==> src/rtl/ctrl_pkg.sv <==
// Shared encodings for the multicycle control FSM: state codes, opcodes and
// datapath select values, plus the control word driven by the output decoder.
package ctrl_pkg;

    typedef enum logic [3:0] {
        ST_RESET    = 4'd0,
        ST_FETCH    = 4'd1,
        ST_DECODE   = 4'd2,
        ST_EXEC_R   = 4'd3,
        ST_EXEC_I   = 4'd4,
        ST_ALU_WB   = 4'd5,
        ST_MEM_ADDR = 4'd6,
        ST_MEM_RD   = 4'd7,
        ST_MEM_WB   = 4'd8,
        ST_MEM_WR   = 4'd9,
        ST_BRANCH   = 4'd10,
        ST_JUMP     = 4'd11,
        ST_HALT     = 4'd12,
        ST_TRAP     = 4'd13
    } state_e;

    localparam logic [3:0] OP_ADD  = 4'h0;
    localparam logic [3:0] OP_SUB  = 4'h1;
    localparam logic [3:0] OP_AND  = 4'h2;
    localparam logic [3:0] OP_OR   = 4'h3;
    localparam logic [3:0] OP_ADDI = 4'h4;
    localparam logic [3:0] OP_LW   = 4'h5;
    localparam logic [3:0] OP_SW   = 4'h6;
    localparam logic [3:0] OP_BEQ  = 4'h7;
    localparam logic [3:0] OP_BNE  = 4'h8;
    localparam logic [3:0] OP_J    = 4'h9;
    localparam logic [3:0] OP_JAL  = 4'hA;
    localparam logic [3:0] OP_HALT = 4'hF;

    localparam logic [1:0] ALUOP_ADD  = 2'b00;
    localparam logic [1:0] ALUOP_SUB  = 2'b01;
    localparam logic [1:0] ALUOP_FUNC = 2'b10;

    localparam logic [1:0] SRCB_REG  = 2'b00;
    localparam logic [1:0] SRCB_ONE  = 2'b01;
    localparam logic [1:0] SRCB_IMM  = 2'b10;
    localparam logic [1:0] SRCB_BOFS = 2'b11;

    localparam logic [1:0] PCSRC_ALU    = 2'b00;
    localparam logic [1:0] PCSRC_TARGET = 2'b01;
    localparam logic [1:0] PCSRC_JUMP   = 2'b10;

    typedef struct packed {
        logic       ir_write;
        logic       pc_write;
        logic       mem_read;
        logic       mem_write;
        logic       iord;
        logic       reg_write;
        logic       memto_reg;
        logic       alu_src_a;
        logic [1:0] alu_src_b;
        logic [1:0] alu_op;
        logic [1:0] pc_source;
        logic       halted;
        logic       illegal;
    } ctrl_word_t;

    function automatic logic is_rtype(input logic [3:0] op);
        return (op == OP_ADD) || (op == OP_SUB) || (op == OP_AND) || (op == OP_OR);
    endfunction

endpackage

==> src/rtl/multicycle_control_if.sv <==
// Controller <-> datapath bundle: opcode/flags/handshake in, strobes and selects out.
interface multicycle_control_if;
    logic [3:0] opcode;
    logic       zero;
    logic       mem_ready;
    logic       IRWrite;
    logic       PCWrite;
    logic       MemRead;
    logic       MemWrite;
    logic       IorD;
    logic       RegWrite;
    logic       MemtoReg;
    logic       ALUSrcA;
    logic [1:0] ALUSrcB;
    logic [1:0] ALUOp;
    logic [1:0] PCSource;
    logic       halted;
    logic       illegal;
    logic [3:0] state;

    modport master (
        input  opcode, zero, mem_ready,
        output IRWrite, PCWrite, MemRead, MemWrite, IorD, RegWrite, MemtoReg,
               ALUSrcA, ALUSrcB, ALUOp, PCSource, halted, illegal, state
    );

    modport slave (
        output opcode, zero, mem_ready,
        input  IRWrite, PCWrite, MemRead, MemWrite, IorD, RegWrite, MemtoReg,
               ALUSrcA, ALUSrcB, ALUOp, PCSource, halted, illegal, state
    );
endinterface

==> src/rtl/ctrl_output_decode.sv <==
// Combinational control-word decode: Moore by state, with mem_ready gating the
// fetch strobes and zero/opcode selecting the branch PC write.
module ctrl_output_decode
    import ctrl_pkg::*;
(
    input  state_e     state,
    input  logic [3:0] opcode,
    input  logic       mem_ready,
    input  logic       zero,
    output ctrl_word_t ctrl
);

    always_comb begin
        ctrl = '0;
        case (state)
            ST_FETCH: begin
                ctrl.mem_read  = 1'b1;
                ctrl.alu_src_b = SRCB_ONE;
                ctrl.alu_op    = ALUOP_ADD;
                ctrl.pc_source = PCSRC_ALU;
                ctrl.ir_write  = mem_ready;
                ctrl.pc_write  = mem_ready;
            end
            ST_DECODE: begin
                ctrl.alu_src_b = SRCB_BOFS;
                ctrl.alu_op    = ALUOP_ADD;
            end
            ST_EXEC_R: begin
                ctrl.alu_src_a = 1'b1;
                ctrl.alu_src_b = SRCB_REG;
                ctrl.alu_op    = ALUOP_FUNC;
            end
            ST_EXEC_I, ST_MEM_ADDR: begin
                ctrl.alu_src_a = 1'b1;
                ctrl.alu_src_b = SRCB_IMM;
                ctrl.alu_op    = ALUOP_ADD;
            end
            ST_ALU_WB: ctrl.reg_write = 1'b1;
            ST_MEM_RD: begin
                ctrl.mem_read = 1'b1;
                ctrl.iord     = 1'b1;
            end
            ST_MEM_WB: begin
                ctrl.reg_write = 1'b1;
                ctrl.memto_reg = 1'b1;
            end
            ST_MEM_WR: begin
                ctrl.mem_write = 1'b1;
                ctrl.iord      = 1'b1;
            end
            ST_BRANCH: begin
                ctrl.alu_src_a = 1'b1;
                ctrl.alu_src_b = SRCB_REG;
                ctrl.alu_op    = ALUOP_SUB;
                ctrl.pc_source = PCSRC_TARGET;
                ctrl.pc_write  = (opcode == OP_BNE) ? ~zero : zero;
            end
            ST_JUMP: begin
                ctrl.pc_source = PCSRC_JUMP;
                ctrl.pc_write  = 1'b1;
                // JAL writes the link value through the ALU-result path
                ctrl.reg_write = (opcode == OP_JAL);
            end
            ST_HALT: ctrl.halted  = 1'b1;
            ST_TRAP: ctrl.illegal = 1'b1;
            default: ctrl = '0;
        endcase
    end

endmodule

==> src/rtl/multicycle_control.sv <==
// Multicycle main control FSM: state register, next-state logic and, when
// CTRL_PERF_CNT_EN is defined, saturating cycle/instruction counters.
module multicycle_control
    import ctrl_pkg::*;
(
    input  logic                   clk,
    input  logic                   rst_n,
    multicycle_control_if.master   bus
`ifdef CTRL_PERF_CNT_EN
    ,
    output logic [15:0]            cycle_count,
    output logic [15:0]            instr_count
`endif
);

    state_e     state_reg;
    state_e     state_next;
    ctrl_word_t ctrl;

    always_ff @(posedge clk or negedge rst_n) begin
        if (!rst_n) state_reg <= ST_RESET;
        else        state_reg <= state_next;
    end

    always_comb begin
        state_next = state_reg;
        case (state_reg)
            ST_RESET:  state_next = ST_FETCH;
            ST_FETCH:  if (bus.mem_ready) state_next = ST_DECODE;
            ST_DECODE: begin
                if (is_rtype(bus.opcode))                                state_next = ST_EXEC_R;
                else if (bus.opcode == OP_ADDI)                          state_next = ST_EXEC_I;
                else if (bus.opcode == OP_LW || bus.opcode == OP_SW)     state_next = ST_MEM_ADDR;
                else if (bus.opcode == OP_BEQ || bus.opcode == OP_BNE)   state_next = ST_BRANCH;
                else if (bus.opcode == OP_J || bus.opcode == OP_JAL)     state_next = ST_JUMP;
                else if (bus.opcode == OP_HALT)                          state_next = ST_HALT;
                else                                                     state_next = ST_TRAP;
            end
            ST_EXEC_R, ST_EXEC_I: state_next = ST_ALU_WB;
            ST_ALU_WB:            state_next = ST_FETCH;
            ST_MEM_ADDR: begin
                if (bus.opcode == OP_LW)      state_next = ST_MEM_RD;
                else if (bus.opcode == OP_SW) state_next = ST_MEM_WR;
                else                          state_next = ST_TRAP;
            end
            ST_MEM_RD: if (bus.mem_ready) state_next = ST_MEM_WB;
            ST_MEM_WB: state_next = ST_FETCH;
            ST_MEM_WR: if (bus.mem_ready) state_next = ST_FETCH;
            ST_BRANCH, ST_JUMP:   state_next = ST_FETCH;
            ST_HALT:   state_next = ST_HALT;
            ST_TRAP:   state_next = ST_TRAP;
            default:   state_next = ST_RESET;
        endcase
    end

    ctrl_output_decode u_output_decode (
        .state     (state_reg),
        .opcode    (bus.opcode),
        .mem_ready (bus.mem_ready),
        .zero      (bus.zero),
        .ctrl      (ctrl)
    );

    assign bus.IRWrite  = ctrl.ir_write;
    assign bus.PCWrite  = ctrl.pc_write;
    assign bus.MemRead  = ctrl.mem_read;
    assign bus.MemWrite = ctrl.mem_write;
    assign bus.IorD     = ctrl.iord;
    assign bus.RegWrite = ctrl.reg_write;
    assign bus.MemtoReg = ctrl.memto_reg;
    assign bus.ALUSrcA  = ctrl.alu_src_a;
    assign bus.ALUSrcB  = ctrl.alu_src_b;
    assign bus.ALUOp    = ctrl.alu_op;
    assign bus.PCSource = ctrl.pc_source;
    assign bus.halted   = ctrl.halted;
    assign bus.illegal  = ctrl.illegal;
    assign bus.state    = state_reg;

`ifdef CTRL_PERF_CNT_EN
    logic [15:0] cycle_count_reg;
    logic [15:0] instr_count_reg;
    logic        running;

    assign running = (state_reg != ST_RESET) && (state_reg != ST_HALT) && (state_reg != ST_TRAP);

    always_ff @(posedge clk or negedge rst_n) begin
        if (!rst_n) begin
            cycle_count_reg <= '0;
            instr_count_reg <= '0;
        end else begin
            if (running && cycle_count_reg != 16'hFFFF)
                cycle_count_reg <= cycle_count_reg + 16'd1;
            if (state_reg == ST_FETCH && bus.mem_ready && instr_count_reg != 16'hFFFF)
                instr_count_reg <= instr_count_reg + 16'd1;
        end
    end

    assign cycle_count = cycle_count_reg;
    assign instr_count = instr_count_reg;
`endif

endmodule

==> src/flat_wrapper.sv <==
// flat-port wrapper written by rule: the top's interface ports become plain ports
module multicycle_control_flat import ctrl_pkg::*;
  (clk, rst_n, bus_opcode, bus_zero, bus_mem_ready, bus_IRWrite, bus_PCWrite, bus_MemRead, bus_MemWrite, bus_IorD, bus_RegWrite, bus_MemtoReg, bus_ALUSrcA, bus_ALUSrcB, bus_ALUOp, bus_PCSource, bus_halted, bus_illegal, bus_state);
  multicycle_control_if bus_i ();
  input  logic clk;
  input  logic rst_n;
  input wire logic [$bits(bus_i.opcode)-1:0] bus_opcode;
  input wire logic [$bits(bus_i.zero)-1:0] bus_zero;
  input wire logic [$bits(bus_i.mem_ready)-1:0] bus_mem_ready;
  output wire logic [$bits(bus_i.IRWrite)-1:0] bus_IRWrite;
  output wire logic [$bits(bus_i.PCWrite)-1:0] bus_PCWrite;
  output wire logic [$bits(bus_i.MemRead)-1:0] bus_MemRead;
  output wire logic [$bits(bus_i.MemWrite)-1:0] bus_MemWrite;
  output wire logic [$bits(bus_i.IorD)-1:0] bus_IorD;
  output wire logic [$bits(bus_i.RegWrite)-1:0] bus_RegWrite;
  output wire logic [$bits(bus_i.MemtoReg)-1:0] bus_MemtoReg;
  output wire logic [$bits(bus_i.ALUSrcA)-1:0] bus_ALUSrcA;
  output wire logic [$bits(bus_i.ALUSrcB)-1:0] bus_ALUSrcB;
  output wire logic [$bits(bus_i.ALUOp)-1:0] bus_ALUOp;
  output wire logic [$bits(bus_i.PCSource)-1:0] bus_PCSource;
  output wire logic [$bits(bus_i.halted)-1:0] bus_halted;
  output wire logic [$bits(bus_i.illegal)-1:0] bus_illegal;
  output wire logic [$bits(bus_i.state)-1:0] bus_state;
  assign bus_i.opcode = bus_opcode;
  assign bus_i.zero = bus_zero;
  assign bus_i.mem_ready = bus_mem_ready;
  assign bus_IRWrite = bus_i.IRWrite;
  assign bus_PCWrite = bus_i.PCWrite;
  assign bus_MemRead = bus_i.MemRead;
  assign bus_MemWrite = bus_i.MemWrite;
  assign bus_IorD = bus_i.IorD;
  assign bus_RegWrite = bus_i.RegWrite;
  assign bus_MemtoReg = bus_i.MemtoReg;
  assign bus_ALUSrcA = bus_i.ALUSrcA;
  assign bus_ALUSrcB = bus_i.ALUSrcB;
  assign bus_ALUOp = bus_i.ALUOp;
  assign bus_PCSource = bus_i.PCSource;
  assign bus_halted = bus_i.halted;
  assign bus_illegal = bus_i.illegal;
  assign bus_state = bus_i.state;
  multicycle_control u_core (.clk(clk), .rst_n(rst_n), .bus(bus_i));
endmodule
==> config.mk <==
export PLATFORM = sky130hd
export DESIGN_NAME = multicycle_control_flat
export DESIGN_NICKNAME = d
export VERILOG_FILES = /design/src/rtl/ctrl_pkg.sv /design/src/rtl/multicycle_control_if.sv /design/src/rtl/ctrl_output_decode.sv /design/src/rtl/multicycle_control.sv /design/src/flat_wrapper.sv
export SDC_FILE = /design/constraint.sdc
export NUM_CORES = 1
export LEC_CHECK = 0
export CORE_MARGIN = 2
export CORE_UTILIZATION = 35
export DETAILED_ROUTE_END_ITERATION = 7
export PLACE_DENSITY = 0.79
export SETUP_SLACK_MARGIN = 0.1
export SLEW_MARGIN = 40
export SYNTH_ARGS = -nofsm -noshare
export SYNTH_HDL_FRONTEND = slang
export SYNTH_SLANG_ARGS = --single-unit
==> constraint.sdc <==
create_clock -name clk -period 1.7 [get_ports clk]
set_input_delay 0.34 -clock clk [delete_from_list [all_inputs] [get_ports clk]]
set_output_delay 0.34 -clock clk [all_outputs]
set_load 0.05 [all_outputs]
==> flow_metrics.tcl, run 1 <==
set metrics [dict create \
    synthFlopType "dfrtp_1" \
    post-synth-top-area-cell "dfrtp_1" \
    synth_simple_gate_area_share_pct 42.63 \
    register_area_share_after_synthesis_pct 15.94 \
    clock-sinks 4 \
    cts-root-buf "clkbuf_4" \
    yosysWarnings 0 \
    fraction_of_synthesis_flops_using_an_asynchronous_set_or_reset_pin_pct 100.0 \
    postSynthNetCount 102 \
    synth_top_family_by_area "simple AND/OR/NAND/NOR gates" \
    pre_cts_slack_ns -0.4655 \
    synth-edff-count 0 \
    syn_area_um2 628.1 \
    tool.error "[ERROR DPL-0033] detailed placement checks failed during check placement." \
    synth.avg_cell_area_um2 6.682 \
    dp_hpwl_mm 2.160 \
    run_status "did not finish" \
    floorplan.initialDensity_pct 36.78 \
    synth_most_common_cell "nand2_1" \
    worstEndpointType "primary output" \
    die_height_um 46.36 \
    htreeDepth 1 \
    tritoncts.num_buffers 3 \
    post-synth-top-area-fraction_pct 15.94 \
    number_of_buffers_between_clock_root_and_the_deepest_sink 2 \
    design.portCount 28 \
    post_synth_fa_ha_maj_area_fraction_pct 0 \
    antenna_violations_before_repair 0 \
    haltStage "5_1_grt" \
    grt_max_degree 13 \
    place.port_buffers 27 \
    gp_weighted_congestion 0.9772 \
    synth_xor_xnor_area_share_pct 4.183 \
    compound_cell_area_share_of_the_yosys_netlist_pct 23.51 \
    synth.top_cells.by_area "dfrtp_1 (16%), buf_2 (7.2%), nand2_1 (7.2%)" \
    chip_width_um 46.36 \
    ys_seq_elements 4 \
    repair-timing-grt-worst-ep "bus_IorD" \
    rows 15 \
    yosys-mux-area-fraction_pct 0 \
    post_synth_inst_count 94 \
    post_synth_num_cell_types 37 \
    synth.cells.most_frequent "nand2_1 (12), nor2_1 (11), buf_2 (9), nor3_1 (6), nand2b_1 (5)" \
]
-- per-stage QoR --
stage	utilization (%)	instances	instance area, µm²	setup TNS, ns
detailed placement	80.07	150	1368	-1.327
CTS	93.41	171	1595	-0.3696
floorplan	-	94	903.4	-0.1365
global placement	80.07	150	1368	-0.9761
-- kinds of logic after synthesis --
family	after synthesis
and+or+nand+nor	50
AOI/OAI and AO/OA	22
buffers and inverters	15
DFF	4
xor gates and xnor gates	3
-- repair_timing --
action / in CTS
buffers inserted: 18
hold buffers: 0
pin swaps: 9
gates resized for setup: 28
setup endpoints to repair: 18
==> inputs of run 2 (changes only) <==
--- a/config.mk
+++ b/config.mk
@@ -5,11 +5,10 @@
 export SDC_FILE = /design/constraint.sdc
 export NUM_CORES = 1
 export LEC_CHECK = 0
-export CORE_MARGIN = 2
-export CORE_UTILIZATION = 35
+export CORE_AREA = 2 2 63 65
 export DETAILED_ROUTE_END_ITERATION = 7
-export PLACE_DENSITY = 0.79
-export SETUP_SLACK_MARGIN = 0.1
+export DIE_AREA = 0 0 65 67
+export PLACE_DENSITY_LB_ADDON = 0.15
 export SLEW_MARGIN = 40
 export SYNTH_ARGS = -nofsm -noshare
 export SYNTH_HDL_FRONTEND = slang
==> run 2 against run 1 <==
The flow now finishes, with violations (setup timing). Synthesized cell count did not move. Synthesized area did not move.
==> flow_metrics.tcl, run 2 <==
set metrics [dict create \
    antenna_violations_before_repair 0 \
    multiInputGateArea_um2 674.4 \
    drt_drc_violations_left 0 \
    grt_util_met2_pct 20.36 \
    postRouteAntennaNets 0 \
    flow.area_growth_from_synthesis_pct 162.4 \
    run_status "finished with violations" \
    tritoncts.num_buffers 3 \
    cp_data_arrival_time_ns 1.36 \
    layout_net_count 153 \
    synth-edff-count 0 \
    synth.cells.most_frequent "nand2_1 (12), nor2_1 (11), buf_2 (9), nor3_1 (6), nand2b_1 (5)" \
    vias_in_the_first_global_route 861 \
    final-max-slew-violation-count 0 \
    synth.top_cells.by_area "dfrtp_1 (16%), buf_2 (7.2%), nand2_1 (7.2%)" \
    hold_buffer_count_at_cts 0 \
    avgViaCountPerCell 4.539 \
    synth.avg_cell_area_um2 6.682 \
    clk_pin_slew_ns 0.03 \
    gp_weighted_congestion 0.8806 \
    antenna_cells_inserted 0 \
    worst_clock_skew_ns 0.004422 \
    grt-busiest-layer "met2" \
    cts-root-buf "clkbuf_8" \
    avgRoutedWirePerCell_um 12.79 \
    synthFlopType "dfrtp_1" \
    grt-ovfl-total 0 \
    detail_route.first_pass.iterations 4 \
    post_synth_inst_count 94 \
    post-synth-top-area-fraction_pct 15.94 \
    number_of_buffers_between_clock_root_and_the_deepest_sink 2 \
    r2r_slack_ns 0.08 \
    syn_area_um2 628.1 \
    final_cycle_share_pct 100.2 \
    drt-initial-drc-count 18 \
    synth_most_common_cell "nand2_1" \
    clock-sinks 4 \
    chip_width_um 65 \
    fraction_of_synthesis_flops_using_an_asynchronous_set_or_reset_pin_pct 100.0 \
    grt_max_degree 11 \
    place.port_buffers 27 \
    post_synth_num_cell_types 37 \
    mostFrequentLayoutCells "buf_4 (25), buf_12 (22), nand2_1 (7)" \
    maxCapViolCount 0 \
    max_rail_drop_vdd_mv 0.5599 \
    nFillCells 354 \
    setup.worst_path.start_class "input pin" \
    floorplan.initialDensity_pct 17.42 \
    post-synth-top-area-cell "dfrtp_1" \
    leakage_nw 0.6567 \
    htreeDepth 1 \
    global_route_wire_length_before_repair_mm 4.015 \
    ff_latch_area_um2 107.6 \
    hold_class "in -> async" \
    register_area_share_after_synthesis_pct 15.94 \
    postSynthNetCount 102 \
    timing.fmax_mhz 587.3 \
    cts_tree "built" \
    final_period_minus_worst_setup_slack_ns 1.703 \
    track_usage_pct 11.87 \
    use_met3_pct 1.689 \
    design.portCount 28 \
    drive_gt1_share_pct 66.43 \
    ys_seq_elements 4 \
    post-layout-total-power_w 0.003475 \
    largest_register_ff_count 4 \
    crit_path_class "in -> out" \
    setup_violations 1 \
    max-slew-margin-rel_pct 79.75 \
    postRouteWirelength_mm 2.442 \
    power.density_cell_area_mw_per_mm2 2109 \
    yosysWarnings 0 \
    rsz_0062_raised_after_global_routing "yes" \
    grt.met1_usage_pct 15.37 \
    rows 22 \
    die_height_um 67 \
    placeableCoreArea_mm2 0.003606 \
    failed_checks "setup timing" \
    worst_max_slew_pin_slew_ns 0.3010 \
    timing.final.hold_violations 0 \
    timing.critical_path.fanout_max 2 \
    kind_of_end_point_of_the_critical_path "output port" \
    count_of_vias_placed_by_the_detailed_router 867 \
    layout_commonest_cell "buf_4" \
    timing.setup.tns_ns -0.002765 \
    clkLatencyLatePin_ns 0.22 \
    worst_ep_required_time_ns 1.36 \
    dp_hpwl_mm 1.720 \
    design.die.area_mm2 0.004355 \
    postLayoutSetupSlackWorst_ns -0.002765 \
]
## run 2: cell counts after synthesis
No cell type changed its count.
## run 2: cell type report
type / count / area share [%]
Tap cell: 48 / 3.645
Inverter: 2 / 0.7593
Multi-Input combinational cell: 75 / 40.93
Clock buffer: 3 / 2.506
Timing Repair Buffer: 59 / 45.63
Sequential cell: 4 / 6.530
## run 2: final timing paths
check                                     from                   to  cells after the start
min                                      rst_n  u_core.bus.state[3]                      1
min reg2reg                u_core.bus.state[1]  u_core.bus.state[3]                      2
max reg2reg                u_core.bus.state[0]  u_core.bus.state[3]                      5
max in group asynchronous                rst_n  u_core.bus.state[0]                      1
min in group clk                 bus_opcode[1]  u_core.bus.state[0]                      3
max                              bus_opcode[1]          bus_PCWrite                      6
## run 2: timing repair
item	4_1_cts	5_1_grt
pin swaps	5	7
gates resized for setup	33	13
buffers inserted	13	2
endpoints found under the setup margin	14	11
hold endpoints to repair	0	0
## run 2: worst max-delay path: stages
cell and delay [ns]:
buf_8 0.10, nor4b_4 0.34, xnor2_1 0.19, a2bb2oi_2 0.20, nor2_4 0.05, buf_6 0.15
## run 2: report_power, final
part	total, W	leakage, nW	internal [W]	switching [W]
Clock	0.000200	0.0216	0.000151	0.0000487
Combinational	0.00301	0.591	0.00144	0.00157
Sequential	0.000269	0.0441	0.000150	0.000119
Total	0.00348	0.657	0.00174	0.00173
## run 2: routing by layer
metal / share of wire [%] / vias up
li1: - / 433
met1: 44 / 407
met2: 51 / 25
met3: 3.6 / 2
met4: 0.70 / 0
met5: 0 / -
## run 2: through the flow
stage               hold slack, ns  std cells  setup slack (ns)  utilization, %  area (µm²)
floorplan                  0.04441         94          -0.06535               -       887.1
global placement            0.5458        173           -0.4686           38.58        1391
CTS                         0.3262        189        -0.0006504           43.93        1584
global route                0.3449        191          -0.04963           45.70        1648
finish                      0.3214        191         -0.002765           45.70        1648
detailed placement          0.5537        173           -0.4778           38.58        1391
## run 2: cells by family after synthesis
kind of cell	synth area share, %
simple gates	42.63
compound gates	23.51
buf+inv	13.74
flops	15.94
xor+xnor	4.184
(Power assumes the default switching activity.)
==> inputs of run 3 (changes only) <==
--- a/config.mk
+++ b/config.mk
@@ -9,7 +9,6 @@
 export DETAILED_ROUTE_END_ITERATION = 7
 export DIE_AREA = 0 0 65 67
 export PLACE_DENSITY_LB_ADDON = 0.15
-export SLEW_MARGIN = 40
 export SYNTH_ARGS = -nofsm -noshare
 export SYNTH_HDL_FRONTEND = slang
 export SYNTH_SLANG_ARGS = --single-unit
==> results of run 3 <==
The final DEF is identical to that of run 2; final timing and power are the same.
